**src/rtl/usb_uart_fifo_bridge.sv**
```systemverilog
// CPU-side memory-mapped bridge to the usb_uart byte interface: TX and RX byte
// FIFOs plus a status register, with a one-cycle registered ready per access.
module usb_uart_fifo_bridge #(
  parameter int TX_DEPTH = 16,
  parameter int RX_DEPTH = 16
) (
  input  logic        clk,
  input  logic        resetn,
  input  logic        sel,
  input  logic [3:0]  addr,
  input  logic [31:0] wdata,
  input  logic [3:0]  wstrb,
  output logic        ready,
  output logic [31:0] rdata,
  output logic        uart_we,
  output logic [7:0]  uart_di,
  input  logic        uart_wait,
  output logic        uart_re,
  input  logic [7:0]  uart_do,
  input  logic        uart_ready
);
  localparam int TAW = $clog2(TX_DEPTH);
  localparam int RAW = $clog2(RX_DEPTH);
  localparam logic [TAW:0] TX_FULL = (TAW+1)'(TX_DEPTH);
  localparam logic [RAW:0] RX_FULL = (RAW+1)'(RX_DEPTH);

  logic           r_ready;
  logic [31:0]    r_rdata;
  logic           r_uart_we;
  logic [7:0]     r_uart_di;
  logic           r_uart_re;
  logic           r_orphan;
  logic [7:0]     r_tx_mem [TX_DEPTH];
  logic [TAW-1:0] r_tx_wr, r_tx_rd;
  logic [TAW:0]   r_tx_cnt;
  logic [7:0]     r_rx_mem [RX_DEPTH];
  logic [RAW-1:0] r_rx_wr, r_rx_rd;
  logic [RAW:0]   r_rx_cnt;
  logic           r_rx_ovf;

  logic           w_acc, w_wr, w_stat, w_wdat;
  logic           w_tx_full, w_tx_empty, w_rx_full, w_rx_empty;
  logic           w_tx_push, w_tx_pop, w_stall, w_flush, w_ovf_clr;
  logic           w_rx_push, w_rx_pop, w_accept, w_tx_remain;
  logic [TAW-1:0] w_tx_rd_nxt;
  logic [7:0]     w_tx_next;
  logic [31:0]    w_status, w_rdata_nxt;
  logic           w_unused;

  assign w_acc      = sel & ~r_ready;
  assign w_wr       = |wstrb;
  assign w_stat     = addr[2];
  assign w_wdat     = w_acc & w_wr & ~w_stat & wstrb[0];
  assign w_tx_full  = (r_tx_cnt == TX_FULL);
  assign w_tx_empty = (r_tx_cnt == '0);
  assign w_rx_full  = (r_rx_cnt == RX_FULL);
  assign w_rx_empty = (r_rx_cnt == '0);
  assign w_tx_push  = w_wdat & ~w_tx_full;
  assign w_stall    = w_wdat & w_tx_full;
  assign w_flush    = w_acc & w_wr & w_stat & wdata[1];
  assign w_ovf_clr  = w_acc & w_wr & w_stat & wdata[3];
  assign w_rx_push  = uart_ready & ~w_rx_full;
  assign w_rx_pop   = w_acc & ~w_wr & ~w_stat & ~w_rx_empty;
  assign w_accept   = r_uart_we & ~uart_wait;
  // A presented byte orphaned by a flush is no longer in the FIFO, so its accept pops nothing.
  assign w_tx_pop    = w_accept & ~r_orphan;
  assign w_tx_rd_nxt = r_tx_rd + TAW'(1);
  assign w_tx_remain = r_orphan ? (r_tx_cnt != '0) : (r_tx_cnt > (TAW+1)'(1));
  assign w_tx_next   = r_orphan ? r_tx_mem[r_tx_rd] : r_tx_mem[w_tx_rd_nxt];
  assign w_status    = {8'h00, 8'(r_tx_cnt), 8'(r_rx_cnt), 4'h0,
                        r_rx_ovf, w_tx_empty, w_tx_full, ~w_rx_empty};
  assign w_unused    = ^{addr[3], addr[1:0], wdata[31:8]};

  always_comb begin
    w_rdata_nxt = '0;
    if (w_wr)            w_rdata_nxt = '0;
    else if (w_stat)     w_rdata_nxt = w_status;
    else if (w_rx_empty) w_rdata_nxt = 32'hFFFF_FFFF;
    else                 w_rdata_nxt = {24'h0, r_rx_mem[r_rx_rd]};
  end

  always_ff @(posedge clk or negedge resetn) begin
    if (!resetn) begin
      r_ready <= 1'b0;
      r_rdata <= '0;
    end else begin
      r_ready <= w_acc & ~w_stall;
      r_rdata <= (w_acc & ~w_stall) ? w_rdata_nxt : '0;
    end
  end

  always_ff @(posedge clk) begin
    if (w_tx_push) r_tx_mem[r_tx_wr] <= wdata[7:0];
    if (w_rx_push) r_rx_mem[r_rx_wr] <= uart_do;
  end

  always_ff @(posedge clk or negedge resetn) begin
    if (!resetn) begin
      r_tx_wr   <= '0;
      r_tx_rd   <= '0;
      r_tx_cnt  <= '0;
      r_uart_we <= 1'b0;
      r_uart_di <= '0;
      r_orphan  <= 1'b0;
    end else begin
      if (w_flush) begin
        r_tx_rd  <= r_tx_wr;
        r_tx_cnt <= '0;
      end else begin
        if (w_tx_push) r_tx_wr <= r_tx_wr + TAW'(1);
        if (w_tx_pop)  r_tx_rd <= w_tx_rd_nxt;
        r_tx_cnt <= r_tx_cnt + (TAW+1)'(w_tx_push) - (TAW+1)'(w_tx_pop);
      end
      // Head byte stays in the FIFO while presented; it retires on accept.
      if (w_accept) begin
        r_uart_we <= w_tx_remain & ~w_flush;
        if (w_tx_remain & ~w_flush) r_uart_di <= w_tx_next;
        r_orphan  <= 1'b0;
      end else if (!r_uart_we) begin
        if (!w_tx_empty && !w_flush) begin
          r_uart_we <= 1'b1;
          r_uart_di <= r_tx_mem[r_tx_rd];
        end
      end else if (w_flush) begin
        r_orphan <= 1'b1;
      end
    end
  end

  always_ff @(posedge clk or negedge resetn) begin
    if (!resetn) begin
      r_rx_wr   <= '0;
      r_rx_rd   <= '0;
      r_rx_cnt  <= '0;
      r_rx_ovf  <= 1'b0;
      r_uart_re <= 1'b0;
    end else begin
      if (w_rx_push) r_rx_wr <= r_rx_wr + RAW'(1);
      if (w_rx_pop)  r_rx_rd <= r_rx_rd + RAW'(1);
      r_rx_cnt  <= r_rx_cnt + (RAW+1)'(w_rx_push) - (RAW+1)'(w_rx_pop);
      if (uart_ready && w_rx_full) r_rx_ovf <= 1'b1;
      else if (w_ovf_clr)          r_rx_ovf <= 1'b0;
      r_uart_re <= (r_rx_cnt != RX_FULL);
    end
  end

  assign ready   = r_ready;
  assign rdata   = r_rdata;
  assign uart_we = r_uart_we;
  assign uart_di = r_uart_di;
  assign uart_re = r_uart_re;
endmodule

```
**config.mk**
```make
export PLATFORM = sky130hd
export DESIGN_NAME = usb_uart_fifo_bridge
export DESIGN_NICKNAME = d
export VERILOG_FILES = /design/src/rtl/usb_uart_fifo_bridge.sv
export SDC_FILE = /design/constraint.sdc
export NUM_CORES = 1
export LEC_CHECK = 0
export CAP_MARGIN = 40
export CORE_MARGIN = 2
export CORE_UTILIZATION = 30
export CTS_CLUSTER_SIZE = 12
export DETAILED_ROUTE_END_ITERATION = 16
export SETUP_SLACK_MARGIN = 0.4
export SLEW_MARGIN = 20
export SYNTH_ARGS = -nofsm -noshare
export SYNTH_HDL_FRONTEND = slang
export SYNTH_SLANG_ARGS = --single-unit
```
**constraint.sdc**
```tcl
create_clock -name clk -period 3.7 [get_ports clk]
set_input_delay 0.37 -clock clk [delete_from_list [all_inputs] [get_ports clk]]
set_output_delay 0.37 -clock clk [all_outputs]
set_load 0.02 [all_outputs]
```
# Word-level counts from Yosys, hierarchy flattened

Memories as Yosys holds them, arrays and structs flattened.
Cells that the tools add are included.
W data, S select, Z words.

Multiplexer cells: 25
Equality and inequality tests: 5
$add $sub $neg: 8
Order comparisons: 1
Bitwise operators: 27
Reduce and logical (&&, ||, !) cells: 16

Operators by type and width:

| kind                  | count |
|---|---|
| $mux W32              | 4 |
| $mux W8               | 5 |
| $and A1 B1 Y1         | 17 |
| $add A4 B1 Y4 const B | 4 |
| $mux W1               | 13 |
| $add A5 B1 Y5         | 2 |
| $eq A5 B5 Y1 const B  | 2 |
| $logic_not A5 Y1      | 2 |
| $not A1 Y1            | 10 |
| $reduce_bool A2 Y1    | 5 |
| $sub A5 B1 Y5         | 2 |
| $mux W4               | 2 |
| $gt A5 B1 Y1 const B  | 1 |
| $mux W5               | 1 |
| $ne A5 B5 Y1 const B  | 1 |
| $reduce_bool A5 Y1    | 1 |
| $ne A2 B1 Y1 const B  | 2 |
| $reduce_and A2 Y1     | 2 |
| $reduce_or A4 Y1      | 1 |
| $reduce_and A3 Y1     | 1 |
| $logic_and A1 B1 Y1   | 2 |
| $logic_not A1 Y1      | 2 |

Memories kept: 2
Input port bits: 53
Bits in writable memories: 256
Output and inout port bits: 43
Word-level logic and storage cells: 97
Flip-flop bits (word level): 71

Memory list:

| memory   | words | bits a word | read ports | clocked after memory_dff | wr ports | line | text |
|---|---|---|---|---|---|---|---|
| r_rx_mem | 16    | 8           | 1          | 0                        | 1        | 36   | `logic [7:0] r_rx_mem [RX_DEPTH];` |
| r_tx_mem | 16    | 8           | 2          | 0                        | 1        | 33   | `logic [7:0] r_tx_mem [TX_DEPTH];` |

# Logic depth before layout (Yosys ltp)

Gate-level depths: netlist of run 1.

Word-level depth: 10
Depth in mapped cells: 15
Depth with buffers taken out: 15

# Worst setup path before layout of run 1

No wires, ideal clock.

Kind: flip-flop to flip-flop
Start point: register r_tx_cnt[2]
End point: register r_tx_cnt[4]
Required time: 3.565 ns
Arrival: 2.728 ns
Clock period less this slack: 2.864 ns
Buffers on the path: 0
Cell stages (with the launch flop): 16
Setup time: 0.135 ns
Path slack: 0.836 ns
Cell sequence: dfrtp_1 > inv_1 > ha_1 > and4bb_2 > nor4b_4 > inv_1 > ha_1 > inv_1 > ha_1 > inv_1 > fa_1 > nor2_1 > nor2_1 > nor2_1 > or3_1 > a21oi_1

Word-level cells in the longest chain between the ends: 6

Ends and longest elaborated chain:

| item                   | line | text |
|---|---|---|
| from (decl)            | 35   | `logic [TAW:0] r_tx_cnt;` |
| from (signal assigned) | 112  | `r_tx_cnt <= r_tx_cnt + (TAW+1)'(w_tx_push) - (TAW+1)'(w_tx_pop);` |
| $eq A5 B5 Y1           | 54   | `assign w_tx_full = (r_tx_cnt == TX_FULL);` |
| $not A1 Y1             | 58   | `assign w_tx_push = w_wdat & ~w_tx_full;` |
| $and A1 B1 Y1          | 58   |  |
| $add A5 B1 Y5 *        | 112  |  |
| $sub A5 B1 Y5 *        | 112  |  |
| $mux W5 *              | 106  | `if (w_flush) begin` |

Every way passes the cells marked *; elsewhere a longest branch is shown, timed or not.
A chain may end at the register's enable or synchronous reset.

# Worst setup path after layout of run 1

Start point: register r_rx_cnt[3]
End point: register r_rx_cnt[4]

Elaborated cells on any way between the ends: 8
Those cells by class: add/sub: 2; eq/ne: 1; bitwise: 4; reduce/logical: 1

RTL lines:

| item                   | line | text |
|---|---|---|
| from (decl)            | 38   | `logic [RAW:0] r_rx_cnt;` |
| from (signal assigned) | 140  | `r_rx_cnt <= r_rx_cnt + (RAW+1)'(w_rx_push) - (RAW+1)'(w_rx_pop);` |
| $logic_not A5 Y1       | 57   | `assign w_rx_empty = (r_rx_cnt == '0);` |
| $not A1 Y1             | 63   | `assign w_rx_pop = w_acc & ~w_wr & ~w_stat & ~w_rx_empty;` |
| $and A1 B1 Y1          | 63   |  |
| via w_rx_pop           | 44   | `logic w_rx_push, w_rx_pop, w_accept, w_tx_remain;` |
| $sub A5 B1 Y5          | 140  |  |

The timed path passes the listed nets, and every way through them passes these cells.

==> impl_metrics.ini, run 1 <==
[status]
outcome = finished clean

[yosys]
synth_ff_type = edfxtp_1
synth_edf_count = 256
yosysWarnings = 0
seq_area_frac_synth_pct = 66.4
ys_ff_latch = 314
netlist_area_mm2 = 0.0138
synthCells = 761
synth_cell_types = 54
post-synth-top-area-cell = edfxtp_1
synthArstFlopShare_pct = 18.5
synthTopCellsByArea = edfxtp_1, mux4_2, dfrtp_1, ha_1, mux2i_1
synth.avg_cell_area_um2 = 18.1
synth_top_area_share_pct = 55.8
syn-num-nets = 840

[sta]
rsz0062_at_grt = no
finalHoldViolCount = 0
worst-slew-pin-transition_ps = 868
fin_crit_sh_pct = 82.2
max_freq_mhz = 329
maxSlewHeadroom_pct = 42.0
worst_clock_skew_ps = 13.5
fin_setup_tns_ps = 0
drv_slew = 0
min_period_ps = 3040
setup_viol = 0
whs_ps = 365

[layout]
multi_input_area_mm2 = 0.00421
final_layout_size_suffix_gt1_share_pct = 24.4
fin_nets = 924
final_cell_mix = edfxtp_1, mux4_2, clkdlybuf4s50_1
utilization_pct = 35.9
fillers = 4249
final_common_cell = edfxtp_1
seq_area_mm2 = 0.00914
diodes = 0
layoutNonFillerInstCount = 1473
area_delta_synth_final_pct = 18.3

[route]
routed_wl_um = 29400
drtIter0Drc = 432
ant_nets = 0
vias_per_cell = 4.83
first_pass_iters = 5
wl_per_cell_um = 19.9
drc_errors = 0
vias = 7108

[worst_setup_path]
startpoint_type = register
criticalPathCategory = register to register
slowest_stage = fa_1
end_kind = register
cp_max_fo = 7
cp_common_cell = ha_1
arrival_ps = 3500
cp.required_ps = 4160
crit_chain = inv_1 > ha_1 > nor4b_2 > buf_4 > or2_2 > nor3_2 > ha_1 > inv_1 > ha_1 > fa_1 > a21oi_1 > nor2_1 > nor2_1 > xnor2_1
max_stage_delay_ps = 440

[grt]
use_met1_pct = 16.5
grt_pass1_vias = 7396
grt_max_degree = 39
antenna_found_initial = 0
grt_pass1_wl_um = 44900
top_usage_layer = met2
global_route.usage.met3_pct = 2.62
track_usage_pct = 12.5
grt_util_met2_pct = 20.6
grt.overflow.total = 0

[clocking]
htreeDepth = 2
cts-root-buf = clkbuf_16
clk-insertion-delay-late_ps = 540
clkTransAtPathRegs_ps = 60
cts_tree = built
clockBufferDepth = 3
cts-buffers-inserted = 36
clkSinkCount = 314

[hold_path]
holdCritPathClass = input pin to async pin

[place]
gp_congestion = 0.767
io_buffer_count = 68
place_hpwl_um = 19700
dpl.cell_count = 1406

[floorplanning]
dieArea_mm2 = 0.0476
initial_utilization_pct = 30.3
core_area_mm2 = 0.0454
die_w_um = 218
die_y_um = 218
io_pins = 96
num_rows = 78

[power]
power_leakage_nw = 5.49
vdd_drop_max_v = 0.000576
p_per_area_mw_per_mm2 = 731

[run]
maxCapViolCount = 0
[path summary, 6_finish.rpt]
| check | from | to | slack [ps] | depth (start not counted) |
|---|---|---|---|---|
| min | resetn | rdata[6] | 360 | 2 |
| min in group clk | uart_ready | r_rx_ovf | 430 | 3 |
| max | r_rx_cnt[3] | r_rx_cnt[4] | 660 | 14 |
| max in group asynchronous | resetn | r_tx_cnt[3] | 2570 | 3 |
| max reg2reg | r_rx_cnt[3] | r_rx_cnt[4] | 660 | 14 |
| min reg2reg | r_rx_ovf | r_rx_ovf | 500 | 2 |
[area by class of cell]
class	instances	share of cell area, %
clock buffers	55	6.21
clock inverters	11	0.553
inverters	34	0.783
multi-input cells	355	25.8
flip-flops and latches	314	56.1
well taps	600	4.61
repair buffers	104	5.91
[synth_stat cells (all sizes together) (14+ instances only)]
master / n
ha: 24
clkbuf: 21
dfrtp: 58
inv: 34
mux2i: 16
a21oi: 18
nor2: 29
a22oi: 14
buf: 37
nand2: 16
edfxtp: 256
mux4: 102
[repair_timing]
item,in CTS,in global routing
setup buffers,0,0
resized for setup,0,1
endpoints found under the hold margin,35,0
setup endpoints to repair,0,1
hold buffers,1,0
[logic make-up after synthesis]
logic type	after synthesis	synth area share (%)
AOI/OAI and AO/OA	74	3.71
xor gates and xnor gates	20	1.27
adders and majority gates	26	2.47
buffers and inverters	92	3.43
DFF	314	66.4
muxes	123	18.3
and+or+nand+nor	112	4.52
[critical path, delay by kind of cell, from the launching register on]
kind,cells,cell delay (ps)
fa+ha+maj,4,1050
simple gates,5,1000
flops,1,350
buf+inv,3,310
compound gates,1,140
xor+xnor,1,120
[state kept, by name, summed over array words and instances (netlist names)]
signal,cells
r_rx_ovf,1
uart_re,1
r_rx_rd,4
uart_we,1
r_rx_cnt,5
r_tx_rd,4
ready,1
r_tx_cnt,5
rdata,19
r_rx_mem,128
r_tx_mem,128
r_rx_wr,4
r_orphan,1
uart_di,8
r_tx_wr,4
[where the power goes]
part           switching (W)  internal (W)
clock network        0.00142       0.00191
registers           0.000316       0.00420
logic                0.00204       0.00202
[per-stage QoR]
stage | cell area, um2 | power, W | setup slack, ps
after detailed placement | 15200 | 0.00871 | 452
after global routing | 16300 | 0.0126 | 402
final | 16300 | 0.0119 | 657
after floorplan | 13800 | 0.00766 | 836
after global placement | 15200 | 0.00866 | 477
after CTS | 16300 | 0.0121 | 607
[layer usage]
metal | up-vias | wire (um)
met2 | 149 | 14600
met5 | - | 0
met3 | 48 | 1350
li1 | 3200 | -
met4 | 0 | 666
met1 | 3711 | 12700
Note: power is estimated with default switching activity, not from simulation.
==> run 2, diff against run 1 <==
- clock period: 3.7 -> 2.9 ns (I/O delays scaled with it)
==> run 2 against run 1 <==
Net effect: non-clock buffer count up 35; sequential share of layout area decreased by 1.4 points; first-iteration DRC count decreased by 1.9%; flip-flop and latch count unchanged; sequential power up 27%; largest power group unchanged.
==> impl_metrics.ini, run 2 (same netlist as run 1, synthesis figures left out) <==
[place]
dpl.cell_count = 1430
io_buffer_count = 68
gp_congestion = 0.796
placed_cell_area_mm2 = 0.0155
place_hpwl_um = 20300

[route]
wl_per_cell_um = 19.6
first_pass_iters = 5
vias = 7220
routed_wl_um = 29600
vias_per_cell = 4.79
drtIter0Drc = 424
ant_nets = 0
drc_errors = 0

[worst_setup_path]
rr_startpoint = r_tx_cnt[2]
startpoint_type = register
cp_max_fo = 3
reg2reg_slack_ps = 230
criticalPathCategory = register to register
crit_start = r_tx_cnt[2]
cp.required_ps = 3350
arrival_ps = 3120
end_kind = register

[layout]
fillers = 4204
layoutNonFillerInstCount = 1507
seq_area_mm2 = 0.00914
final_cell_mix = edfxtp_1, mux4_2, buf_4
final_common_cell = edfxtp_1
final_layout_size_suffix_gt1_share_pct = 29.5
area_delta_synth_final_pct = 21.4
fin_nets = 959
final_area_mm2 = 0.0167
diodes = 0
multi_input_area_mm2 = 0.00431

[grt]
grt_pass1_wl_um = 45800
grt_pass1_vias = 7617
grt.overflow.total = 0
grt_max_degree = 68
antenna_found_initial = 0
track_usage_pct = 12.6

[sta]
maxSlewHeadroom_pct = 55.0
rsz0062_at_grt = yes
fin_crit_sh_pct = 92.1
fin_setup_tns_ps = 0
setup_viol = 0
worst-slew-pin-transition_ps = 673
max_freq_mhz = 374
drv_slew = 0
finalHoldViolCount = 0
worst_clock_skew_ps = 16.4
min_period_ps = 2670

[floorplanning]
core_area_mm2 = 0.0454
num_rows = 78
die_w_um = 218
dieArea_mm2 = 0.0476
initial_utilization_pct = 30.3
die_y_um = 218
io_pins = 96

[clocking]
cts_tree = built
cts-buffers-inserted = 36
clkSinkCount = 314
cts-root-buf = clkbuf_16
clk-insertion-delay-late_ps = 520
clockBufferDepth = 3
htreeDepth = 2
clkTransAtPathRegs_ps = 60

[hold_path]
holdCritPathClass = input pin to async pin

[power]
power_leakage_nw = 5.69
p_per_area_mw_per_mm2 = 940
totalPowerFinal_w = 0.0157
vdd_drop_max_v = 0.000599

[run]
maxCapViolCount = 0

[status]
outcome = finished clean
==> run 2: area by class of cell <==
cell class | count | share of cell area (%)
clock inverter | 12 | 0.756
clock buffer | 53 | 6.07
sequential | 314 | 54.7
multi-input combinational | 355 | 25.8
inverter | 34 | 0.763
timing repair buffer | 139 | 7.48
tap | 600 | 4.49
==> run 2: where the power goes <==
part	total [W]	internal, W	leakage [nW]	switching, W
Sequential	0.00574	0.00536	3.04	0.000381
Combinational	0.00559	0.00285	2.10	0.00274
Clock	0.00439	0.00261	0.548	0.00177
==> run 2: path summary, 6_finish.rpt <==
path / cells after the start / to
min reg2reg: 2 / r_rx_ovf
max: 15 / r_tx_cnt[4]
max in group asynchronous: 3 / uart_we
min: 2 / rdata[4]
max reg2reg: 15 / r_tx_cnt[4]
min in group clk: 3 / r_orphan
==> run 2: routing by layer <==
layer	vias to the layer above	share of wire, %	wire (um)	track usage [%]
met5	-	0	0	0
met4	0	1.9	571	3.45
met3	43	4.3	1280	2.23
met2	158	50	14900	21.6
met1	3752	43	12800	16.4
li1	3267	-	-	-
==> run 2: stage by stage <==
step / hold WS, ps / utilization, % / setup slack, ps
3_5_place_dp: 292 / 34.1 / 150
5_1_grt: 325 / 36.8 / 65.6
4_1_cts: 271 / 36.7 / 289
3_3_place_gp: 285 / 34.1 / 108
6_report: 269 / 36.8 / 229
2_1_floorplan: -5.59 / - / 184
==> run 2: worst max-delay path, cell delays in order (launching register included) <==
cell and delay [ps]:
dfrtp_1 370, inv_2 60, ha_4 150, and4bb_2 260
nor4b_4 310, inv_2 90, ha_4 270, inv_2 40
ha_4 150, inv_2 50, fa_2 190, nor2_2 40
nor2_1 90, nor2_1 70, or3_1 340, a21oi_1 140
==> run 2: timing repair <==
item | CTS | global route
hold buffers | 1 | 0
gates resized for setup | 1 | 8
pin swaps | 2 | 11
buffers inserted | 4 | 7
hold endpoints to repair | 30 | 0
endpoints found under the setup margin | 1 | 53
==> run 3, diff against run 2 <==
- CORE_MARGIN: 2 -> 5
==> run 3 against run 2 <==
Net effect: sequential share of layout area down 0.35 points; clock-buffer cell count down 5; global-route usage down 0.81 points; sequential power about the same; wire length up 0.85%; maximum frequency down 1.5%; largest power group is now combinational logic.
==> impl_metrics.ini, run 3 (same netlist as run 1, synthesis figures left out) <==
[layout]
final_cell_mix = edfxtp_1, mux4_2, clkdlybuf4s50_1
area_delta_synth_final_pct = 22.2
final_common_cell = edfxtp_1
final_layout_size_suffix_gt1_share_pct = 30.2
utilization_pct = 37.1
fin_nets = 961
layoutNonFillerInstCount = 1510
fillers = 4178
diodes = 0

[grt]
grt_pass1_wl_um = 46100
antenna_found_initial = 0
track_usage_pct = 11.8
grt_max_degree = 53
grt.overflow.total = 0
grt_pass1_vias = 7534

[sta]
min_period_ps = 2710
drv_slew = 0
maxSlewHeadroom_pct = 50.7
fin_setup_tns_ps = 0
rsz0062_at_grt = yes
finalHoldViolCount = 0
worst-slew-pin-transition_ps = 738
setup_viol = 0
fin_crit_sh_pct = 93.5
max_freq_mhz = 369
worst_clock_skew_ps = 21.4

[place]
dpl.cell_count = 1425
io_buffer_count = 68
place_hpwl_um = 20100
gp_congestion = 0.764

[clocking]
htreeDepth = 2
clkSinkCount = 314
clkTransAtPathRegs_ps = 70
cts-buffers-inserted = 36
clk-insertion-delay-late_ps = 550
clockBufferDepth = 3
cts-root-buf = clkbuf_16
cts_tree = built

[floorplanning]
core_area_mm2 = 0.0454
die_y_um = 224
initial_utilization_pct = 30.3
dieArea_mm2 = 0.0503
num_rows = 78
io_pins = 96
die_w_um = 224

[route]
vias_per_cell = 4.80
drtIter0Drc = 446
ant_nets = 0
routed_wl_um = 29900
wl_per_cell_um = 19.8
vias = 7250
drc_errors = 0
first_pass_iters = 5

[worst_setup_path]
cp.required_ps = 3330
r2r_end = r_tx_cnt[2]
arrival_ps = 3140
startpoint_type = register
end_kind = register
crit_start = r_tx_cnt[2]
reg2reg_slack_ps = 190
rr_startpoint = r_tx_cnt[2]
cp_max_fo = 3
reg2regPathDepth = 15
criticalPathCategory = register to register

[run]
maxCapViolCount = 0

[power]
totalPowerFinal_w = 0.0159
vdd_drop_max_v = 0.000503
power_leakage_nw = 5.75
p_per_area_mw_per_mm2 = 943

[status]
outcome = finished clean

[hold_path]
holdCritPathClass = input pin to async pin
-- run 3: cell count changes in the layout (fill, tap and decap cells not counted), moves of 2 or more --
cell      previous run  this run
clkinv_2             1        10
buf_4               68        60
buf_6                0         7
clkbuf_8             5         1
and2_4               0         3
and2_2               2         0
clkinv_1             4         2
-- run 3: layer usage --
metal  vias up  track usage, %  share of wire [%]
met2       143            19.8                 50
met1      3793            15.9                 44
li1       3278               -                  -
met3        36            2.28                4.1
met4         0            3.04                1.8
met5         -               0                  0
-- run 3: repair_timing --
action,CTS,global route
pin swaps,7,11
endpoints found under the setup margin,37,40
gates resized for setup,8,17
hold buffers,1,0
endpoints found under the hold margin,58,0
cloned,0,1
setup buffers,9,8
-- run 3: layout make-up --
type	instances	area (um2)	area share [%]
timing repair buffer	141	1340	7.95
sequential	314	9140	54.3
tap	600	751	4.46
clock buffer	48	956	5.68
multi-input combinational	355	4340	25.8
clock inverter	18	170	1.01
inverter	34	130	0.773
-- run 3: power breakdown --
| part | total, W | switching, W | leakage, nW | internal, W |
|---|---|---|---|---|
| Sequential | 0.00576 | 0.000400 | 3.04 | 0.00536 |
| Clock | 0.00434 | 0.00182 | 0.556 | 0.00253 |
| Combinational | 0.00577 | 0.00280 | 2.15 | 0.00296 |
-- run 3: worst max-delay path by stage --
stage | end | slack [ps] | cells after the start
floorplan | r_tx_cnt[4] | 180 | 15
global placement | r_rx_cnt[4] | 110 | 11
detailed placement | r_rx_cnt[4] | 80 | 11
CTS | r_tx_cnt[4] | 200 | 15
global route | r_tx_cnt[4] | 70 | 15
finish | r_tx_cnt[2] | 190 | 15
-- run 3: critical path: stages (launching register included) --
cell and delay, ps:
dfrtp_1 360, inv_2 60, ha_4 150, and4bb_2 260, nor4b_4 320, inv_2 100, ha_4 250, inv_4 50
ha_4 120, inv_2 40, fa_2 360, buf_4 140, buf_6 100, buf_6 110, xnor2_2 110, nor2_1 50
-- run 3: through the flow --
step                hold slack (ps)  cell area (um2)  worst slack, ps
detailed placement              154            15400             76.2
global route                    110            16800             65.0
global placement                445            15400              110
floorplan                     -5.59            13800              184
finish                          111            16800              189
CTS                            90.2            16700              203
